File: src/rtl/rggen_axi4lite_bridge.sv
// AXI4-Lite slave to rggen_bus_if master bridge with a single outstanding transaction.
// Define RGGEN_AXI4LITE_BRIDGE_ROUND_ROBIN_EN to alternate write/read priority on contested grants.

package rggen_rtl_pkg;
  typedef enum logic [1:0] {
    RGGEN_POSTED_WRITE = 2'b01,
    RGGEN_READ         = 2'b10,
    RGGEN_WRITE        = 2'b11
  } rggen_access;

  typedef enum logic [1:0] {
    RGGEN_OKAY         = 2'b00,
    RGGEN_EXOKAY       = 2'b01,
    RGGEN_SLAVE_ERROR  = 2'b10,
    RGGEN_DECODE_ERROR = 2'b11
  } rggen_status;
endpackage

interface rggen_bus_if
  import rggen_rtl_pkg::*;
#(
  parameter int ADDRESS_WIDTH = 16,
  parameter int BUS_WIDTH     = 32
);
  logic                     valid;
  rggen_access              access;
  logic [ADDRESS_WIDTH-1:0] address;
  logic [BUS_WIDTH-1:0]     write_data;
  logic [BUS_WIDTH/8-1:0]   strobe;
  logic                     ready;
  rggen_status              status;
  logic [BUS_WIDTH-1:0]     read_data;

  modport master (
    output valid, access, address, write_data, strobe,
    input  ready, status, read_data
  );

  modport slave (
    input  valid, access, address, write_data, strobe,
    output ready, status, read_data
  );
endinterface

module rggen_axi4lite_bridge
  import rggen_rtl_pkg::*;
#(
  parameter int ADDRESS_WIDTH = 16,
  parameter int BUS_WIDTH     = 32,
  parameter int STROBE_WIDTH  = BUS_WIDTH / 8
)(
  input  logic                     i_clk,
  input  logic                     i_rst_n,
  input  logic                     i_awvalid,
  output logic                     o_awready,
  input  logic [ADDRESS_WIDTH-1:0] i_awaddr,
  input  logic [2:0]               i_awprot,
  input  logic                     i_wvalid,
  output logic                     o_wready,
  input  logic [BUS_WIDTH-1:0]     i_wdata,
  input  logic [STROBE_WIDTH-1:0]  i_wstrb,
  output logic                     o_bvalid,
  input  logic                     i_bready,
  output logic [1:0]               o_bresp,
  input  logic                     i_arvalid,
  output logic                     o_arready,
  input  logic [ADDRESS_WIDTH-1:0] i_araddr,
  input  logic [2:0]               i_arprot,
  output logic                     o_rvalid,
  input  logic                     i_rready,
  output logic [BUS_WIDTH-1:0]     o_rdata,
  output logic [1:0]               o_rresp,
  rggen_bus_if.master              bus_if
);

  typedef enum logic [1:0] {
    IDLE  = 2'b00,
    BUS   = 2'b01,
    WRESP = 2'b10,
    RRESP = 2'b11
  } state_e;

  state_e                   state_q;
  state_e                   state_next;
  logic                     write_pending;
  logic                     read_pending;
  logic                     write_grant;
  logic                     read_grant;
  logic                     accept_write;
  logic                     accept_read;
  logic                     bus_done;
  rggen_access              access_q;
  logic [ADDRESS_WIDTH-1:0] address_q;
  logic [BUS_WIDTH-1:0]     write_data_q;
  logic [STROBE_WIDTH-1:0]  strobe_q;
  logic [1:0]               bresp_q;
  logic [1:0]               rresp_q;
  logic [BUS_WIDTH-1:0]     rdata_q;
  logic                     unused_prot;

  assign unused_prot = ^{i_awprot, i_arprot};

  function automatic logic [1:0] to_axi_resp(input rggen_status status);
    case (status)
      RGGEN_OKAY:         return 2'b00;
      RGGEN_EXOKAY:       return 2'b01;
      RGGEN_SLAVE_ERROR:  return 2'b10;
      RGGEN_DECODE_ERROR: return 2'b11;
      default:            return 2'b10;
    endcase
  endfunction

  // A write needs both AW and W present so the two channels are always taken together.
  assign write_pending = i_awvalid && i_wvalid;
  assign read_pending  = i_arvalid;

`ifdef RGGEN_AXI4LITE_BRIDGE_ROUND_ROBIN_EN
  logic read_first_q;
  logic contested;

  assign contested   = (state_q == IDLE) && write_pending && read_pending;
  assign write_grant = write_pending && !(read_pending && read_first_q);
  assign read_grant  = read_pending && !write_grant;

  always_ff @(posedge i_clk or negedge i_rst_n) begin
    if (!i_rst_n) begin
      read_first_q <= 1'b0;
    end else if (contested) begin
      read_first_q <= ~read_first_q;
    end
  end
`else
  assign write_grant = write_pending;
  assign read_grant  = read_pending && !write_pending;
`endif

  assign accept_write = (state_q == IDLE) && write_grant;
  assign accept_read  = (state_q == IDLE) && read_grant;
  assign bus_done     = (state_q == BUS) && bus_if.ready;

  assign o_awready = accept_write;
  assign o_wready  = accept_write;
  assign o_arready = accept_read;

  assign bus_if.valid      = (state_q == BUS);
  assign bus_if.access     = access_q;
  assign bus_if.address    = address_q;
  assign bus_if.write_data = write_data_q;
  assign bus_if.strobe     = strobe_q;

  assign o_bvalid = (state_q == WRESP);
  assign o_bresp  = bresp_q;
  assign o_rvalid = (state_q == RRESP);
  assign o_rresp  = rresp_q;
  assign o_rdata  = rdata_q;

  always_comb begin
    state_next = state_q;
    case (state_q)
      IDLE: begin
        if (accept_write || accept_read) begin
          state_next = BUS;
        end
      end
      BUS: begin
        if (bus_if.ready) begin
          state_next = (access_q == RGGEN_WRITE) ? WRESP : RRESP;
        end
      end
      WRESP: begin
        if (i_bready) begin
          state_next = IDLE;
        end
      end
      RRESP: begin
        if (i_rready) begin
          state_next = IDLE;
        end
      end
      default: state_next = IDLE;
    endcase
  end

  always_ff @(posedge i_clk or negedge i_rst_n) begin
    if (!i_rst_n) begin
      state_q <= IDLE;
    end else begin
      state_q <= state_next;
    end
  end

  // Request fields only change on an accept, which keeps them stable for the whole BUS phase.
  always_ff @(posedge i_clk or negedge i_rst_n) begin
    if (!i_rst_n) begin
      access_q     <= rggen_access'(2'b00);
      address_q    <= '0;
      write_data_q <= '0;
      strobe_q     <= '0;
    end else if (accept_write) begin
      access_q     <= RGGEN_WRITE;
      address_q    <= i_awaddr;
      write_data_q <= i_wdata;
      strobe_q     <= i_wstrb;
    end else if (accept_read) begin
      access_q     <= RGGEN_READ;
      address_q    <= i_araddr;
      write_data_q <= '0;
      strobe_q     <= '1;
    end
  end

  always_ff @(posedge i_clk or negedge i_rst_n) begin
    if (!i_rst_n) begin
      bresp_q <= 2'b00;
      rresp_q <= 2'b00;
      rdata_q <= '0;
    end else if (bus_done) begin
      if (access_q == RGGEN_WRITE) begin
        bresp_q <= to_axi_resp(bus_if.status);
      end else begin
        rresp_q <= to_axi_resp(bus_if.status);
        rdata_q <= bus_if.read_data;
      end
    end
  end

endmodule

File: src/flat_wrapper.sv
// flat-port wrapper written by rule: the top's interface ports become plain ports
module rggen_axi4lite_bridge_flat import rggen_rtl_pkg::*;
#(
  parameter int ADDRESS_WIDTH = 16,
  parameter int BUS_WIDTH     = 32,
  parameter int STROBE_WIDTH  = BUS_WIDTH / 8
)
  (i_clk, i_rst_n, i_awvalid, o_awready, i_awaddr, i_awprot, i_wvalid, o_wready, i_wdata, i_wstrb, o_bvalid, i_bready, o_bresp, i_arvalid, o_arready, i_araddr, i_arprot, o_rvalid, i_rready, o_rdata, o_rresp, bus_if_valid, bus_if_access, bus_if_address, bus_if_write_data, bus_if_strobe, bus_if_ready, bus_if_status, bus_if_read_data);
  rggen_bus_if #(.ADDRESS_WIDTH(ADDRESS_WIDTH), .BUS_WIDTH(BUS_WIDTH)) bus_if_i ();
  input  logic i_clk;
  input  logic i_rst_n;
  input  logic i_awvalid;
  output logic o_awready;
  input  logic [ADDRESS_WIDTH-1:0] i_awaddr;
  input  logic [2:0] i_awprot;
  input  logic i_wvalid;
  output logic o_wready;
  input  logic [BUS_WIDTH-1:0] i_wdata;
  input  logic [STROBE_WIDTH-1:0] i_wstrb;
  output logic o_bvalid;
  input  logic i_bready;
  output logic [1:0] o_bresp;
  input  logic i_arvalid;
  output logic o_arready;
  input  logic [ADDRESS_WIDTH-1:0] i_araddr;
  input  logic [2:0] i_arprot;
  output logic o_rvalid;
  input  logic i_rready;
  output logic [BUS_WIDTH-1:0] o_rdata;
  output logic [1:0] o_rresp;
  output wire logic [$bits(bus_if_i.valid)-1:0] bus_if_valid;
  output wire logic [$bits(bus_if_i.access)-1:0] bus_if_access;
  output wire logic [$bits(bus_if_i.address)-1:0] bus_if_address;
  output wire logic [$bits(bus_if_i.write_data)-1:0] bus_if_write_data;
  output wire logic [$bits(bus_if_i.strobe)-1:0] bus_if_strobe;
  input wire logic [$bits(bus_if_i.ready)-1:0] bus_if_ready;
  input wire logic [$bits(bus_if_i.status)-1:0] bus_if_status;
  input wire logic [$bits(bus_if_i.read_data)-1:0] bus_if_read_data;
  assign bus_if_valid = bus_if_i.valid;
  assign bus_if_access = bus_if_i.access;
  assign bus_if_address = bus_if_i.address;
  assign bus_if_write_data = bus_if_i.write_data;
  assign bus_if_strobe = bus_if_i.strobe;
  assign bus_if_i.ready = bus_if_ready;
  assign bus_if_i.status = bus_if_status;
  assign bus_if_i.read_data = bus_if_read_data;
  rggen_axi4lite_bridge #(.ADDRESS_WIDTH(ADDRESS_WIDTH), .BUS_WIDTH(BUS_WIDTH), .STROBE_WIDTH(STROBE_WIDTH)) u_core (.i_clk(i_clk), .i_rst_n(i_rst_n), .i_awvalid(i_awvalid), .o_awready(o_awready), .i_awaddr(i_awaddr), .i_awprot(i_awprot), .i_wvalid(i_wvalid), .o_wready(o_wready), .i_wdata(i_wdata), .i_wstrb(i_wstrb), .o_bvalid(o_bvalid), .i_bready(i_bready), .o_bresp(o_bresp), .i_arvalid(i_arvalid), .o_arready(o_arready), .i_araddr(i_araddr), .i_arprot(i_arprot), .o_rvalid(o_rvalid), .i_rready(i_rready), .o_rdata(o_rdata), .o_rresp(o_rresp), .bus_if(bus_if_i));
endmodule
File: config.mk
export PLATFORM = sky130hd
export DESIGN_NAME = rggen_axi4lite_bridge_flat
export DESIGN_NICKNAME = d
export VERILOG_FILES = /design/src/rtl/rggen_axi4lite_bridge.sv /design/src/flat_wrapper.sv
export SDC_FILE = /design/constraint.sdc
export NUM_CORES = 1
export LEC_CHECK = 0
export CAP_MARGIN = 20
export CORE_ASPECT_RATIO = 1.4
export CORE_UTILIZATION = 34
export DETAILED_ROUTE_END_ITERATION = 10
export PLACE_DENSITY = 0.81
export SETUP_SLACK_MARGIN = 0.15
export SYNTH_ARGS = -nofsm -noshare
export SYNTH_HDL_FRONTEND = slang
export SYNTH_SLANG_ARGS = --single-unit
File: constraint.sdc
create_clock -name i_clk -period 1.53 [get_ports i_clk]
set_input_delay 0.153 -clock i_clk [delete_from_list [all_inputs] [get_ports i_clk]]
set_output_delay 0.153 -clock i_clk [all_outputs]
set_load 0.01 [all_outputs]
==> reports/results.ini <==
[outcome]
status = finished with violations
violations = negative setup slack

[pwr]
pwr-share-clk = 0.173
power_frac_comb = 0.485
intPower_uw = 8587
ir_worst_vdd_mv = 0.8466
p_sw_frac = 0.3209
seqPwrFrac = 0.343
power_density_nw_per_um2 = 1859
power.switching_uw = 4058
leakage_uw = 0.003248

[timing]
period_share = 1.064
finClkSkew_ns = 0.006942
worst_pin_slew_ns = 0.3660
hold_viol_final = 0
fin_crit_ns = 1.628
max_freq_mhz = 614.4
maxSlewHeadroom = 0.7560
setup_viol = 79
drv_slew = 0
fin_ws_ns = -0.09772
rsz0062_at_grt = true
setup_tns_ns = -3.779

[setup_path]
arrival_ns = 1.47
start_kind = register
slowest_delay_ns = 0.41
worstSetupEndpointType = output port
path_cells = or3b_4, a21o_4, inv_2, buf_6
reg2reg_depth = 6
required_ns = 1.38
crit_type = reg -> out
crit_fanout = 2
slowest_stage = or3b_4

[grt]
first_global_vias = 3220
antenna_found_initial = 0
grt_max_degree = 42
grt_overflow = 0
grt_first_pass_wirelength_microns = 16300
track_usage = 0.2044

[synth]
synth_fp_nets = 356
synth_commonest_cells = dfrtp_1 (92), a22o_1 (32), mux2_2 (32), nand2b_1 (17), o221a_1 (9)
synth_edf_count = 0
synthCells = 240
yosysTopAreaCell = dfrtp_1
synth_flop_cell = dfrtp_1
yosysSeqAreaShare = 0.6438
ys_ff_latch = 92
synth_area_sq_um = 3576
synth_cell_types = 30
synth_top_area_frac = 0.6438
synth_area_per_cell_sq_um = 14.90
ys_warn_count = 0
synthArstFlopShare = 1.000
synthTopCellsByArea = dfrtp_1 (64%), mux2_2 (10%), a22o_1 (7.8%)
yosysMostFrequentCell = dfrtp_1

[placement]
hpwlAfterDp_microns = 7690
port_buffers = 205
placed_area_sq_um = 5888
routabilityCongestion = 0.8328
pre_cts_ws_ns = -0.5402
dp_cells = 579

[die]
die_area_sq_um = 10940
design.portCount = 212
die_w_microns = 88.68
start_util = 0.3554
core_area_sq_um = 10060
rows = 43
dieHeight_microns = 123.3

[clocking]
cts_buffer_depth = 2
clk_latency_ns = 0.33
h-tree-depth = 3
cts_sinks = 92
ctsRootBufferMaster = clkbuf_16
cts_buffers = 9
path_clk_slew_ns = 0.06
tritoncts = built

[drt]
post-route-drc-count = 0
drt_iter0_drc = 75
wl_per_cell_microns = 19.08
vias = 3006
wirelength_microns = 11810
dr.pass1.iters = 4
ant_nets = 0
routed_via_density = 4.856

[job]
max_cap_viol_count = 0

[finish]
drive_gt1_frac = 0.2707
fillers = 745
postLayoutCellArea_sq_um = 6802
fin_nets = 596
fin_cells = 619
diodes = 0
area_delta_synth_final_pct = 90.20

[min_path]
hold_path_class = in -> async

## flip-flops by register name, indices dropped and copies added (netlist names)
signal,flops
u_core.bus_if.access,2
u_core.bus_if.address,16
u_core.bus_if.strobe,4
u_core.bus_if.write_data,32
u_core.o_bresp,2
u_core.o_rdata,32
u_core.o_rresp,2
u_core.state_q,2
## path summary, 6_finish.rpt
kind	slack, ns	to	start
max	-0.1	o_arready	u_core.state_q[1]
min	0.23	u_core.bus_if.write_data[30]	i_rst_n
max reg2reg	-0.09	u_core.o_rdata[21]	u_core.state_q[1]
min reg2reg	0.49	u_core.bus_if.strobe[2]	u_core.bus_if.strobe[2]
max in group asynchronous	0.79	u_core.bus_if.access[0]	i_rst_n
min in group i_clk	0.41	u_core.state_q[1]	i_bready
## worst max-delay path, delay by kind of cell, from the launching register on
family | cells | cell delay [ns]
AO/OA/AOI/OAI | 1 | 0.21
buffers and inverters | 2 | 0.14
flip-flops | 1 | 0.39
AND/OR/NAND/NOR | 1 | 0.41
## what timing repair did
| item | CTS | global route |
|---|---|---|
| hold endpoints to repair | 92 | 0 |
| setup buffers | 10 | 5 |
| pin swaps | 1 | 22 |
| resized for setup | 131 | 61 |
| hold buffers | 1 | 0 |
| endpoints found under the setup margin | 170 | 104 |
| gates cloned | 4 | 5 |
## placed cells by master (no fill, tap or decap), drive strengths merged
cell and instances:
nand3 1, and2 1, nand2 5, nand3b 1
or3b 1, a21oi 3, clkinv 1, nand4bb 1
dfrtp 92, inv 3, nor3 1, o22a 4
mux2 36, nor2 2, buf 45, or3 1
clkbuf 14, bufinv 1, mux2i 1, dlygate4sd3 1
o21ai 1, clkinvlp 2, dlymetal6s2s 13, clkdlybuf4s50 108
a21o 1, nor2b 1, o221a 15, a22o 32
nand2b 17, dlygate4sd2 77, o211ai 2
## metrics by stage
step                      hold slack (ns)  total power, uW  utilization
after floorplan                   -0.1426             6904            -
after global placement            0.01628             9983       0.5853
after detailed placement          0.01780            10180       0.5853
after CTS                          0.2110            12130       0.6344
after global routing               0.2329            13320       0.6760
final                              0.2319            12650       0.6760
## kinds of logic (layout without fill, tap and decap cells)
| family | count (synthesis) | count (layout) | share of synthesized area |
|---|---|---|---|
| flip-flops | 92 | 92 | 0.6438 |
| AO/OA/AOI/OAI | 58 | 58 | 0.1505 |
| multiplexers | 37 | 37 | 0.1162 |
| AND/OR/NAND/NOR | 32 | 32 | 0.05494 |
| buffers and inverters | 21 | 265 | 0.03464 |
## area by class of cell
class                   instances  area, sq um  area share
repair buffers                247         2574      0.3784
flip-flops and latches         92         2303      0.3387
multi-input cells             127         1451      0.2134
clock buffers                  11        242.7     0.03569
well taps                     135        168.9     0.02483
clock inverters                 4        50.05    0.007358
inverters                       3        11.26    0.001656
## power by group through the flow
| stage | clock (uW) | combinational (uW) | sequential (uW) |
|---|---|---|---|
| after floorplan | 0 | 2050 | 4860 |
| after global placement | 0 | 5690 | 4290 |
| after detailed placement | 0 | 5830 | 4360 |
| after CTS | 2220 | 5600 | 4320 |
| after global routing | 2330 | 6520 | 4470 |
| final | 2180 | 6130 | 4340 |
## routing by layer
layer | up-vias | global-route usage | wire length [microns] | part of all wire
met5 | - | 0 | 0 | 0
met4 | 0 | 0.09879 | 239 | 0.020
met3 | 15 | 0.03939 | 723 | 0.061
met2 | 129 | 0.3745 | 6506 | 0.55
met1 | 1488 | 0.2213 | 4340 | 0.37
li1 | 1374 | - | - | -
Power figures use the tool's default switching activity.
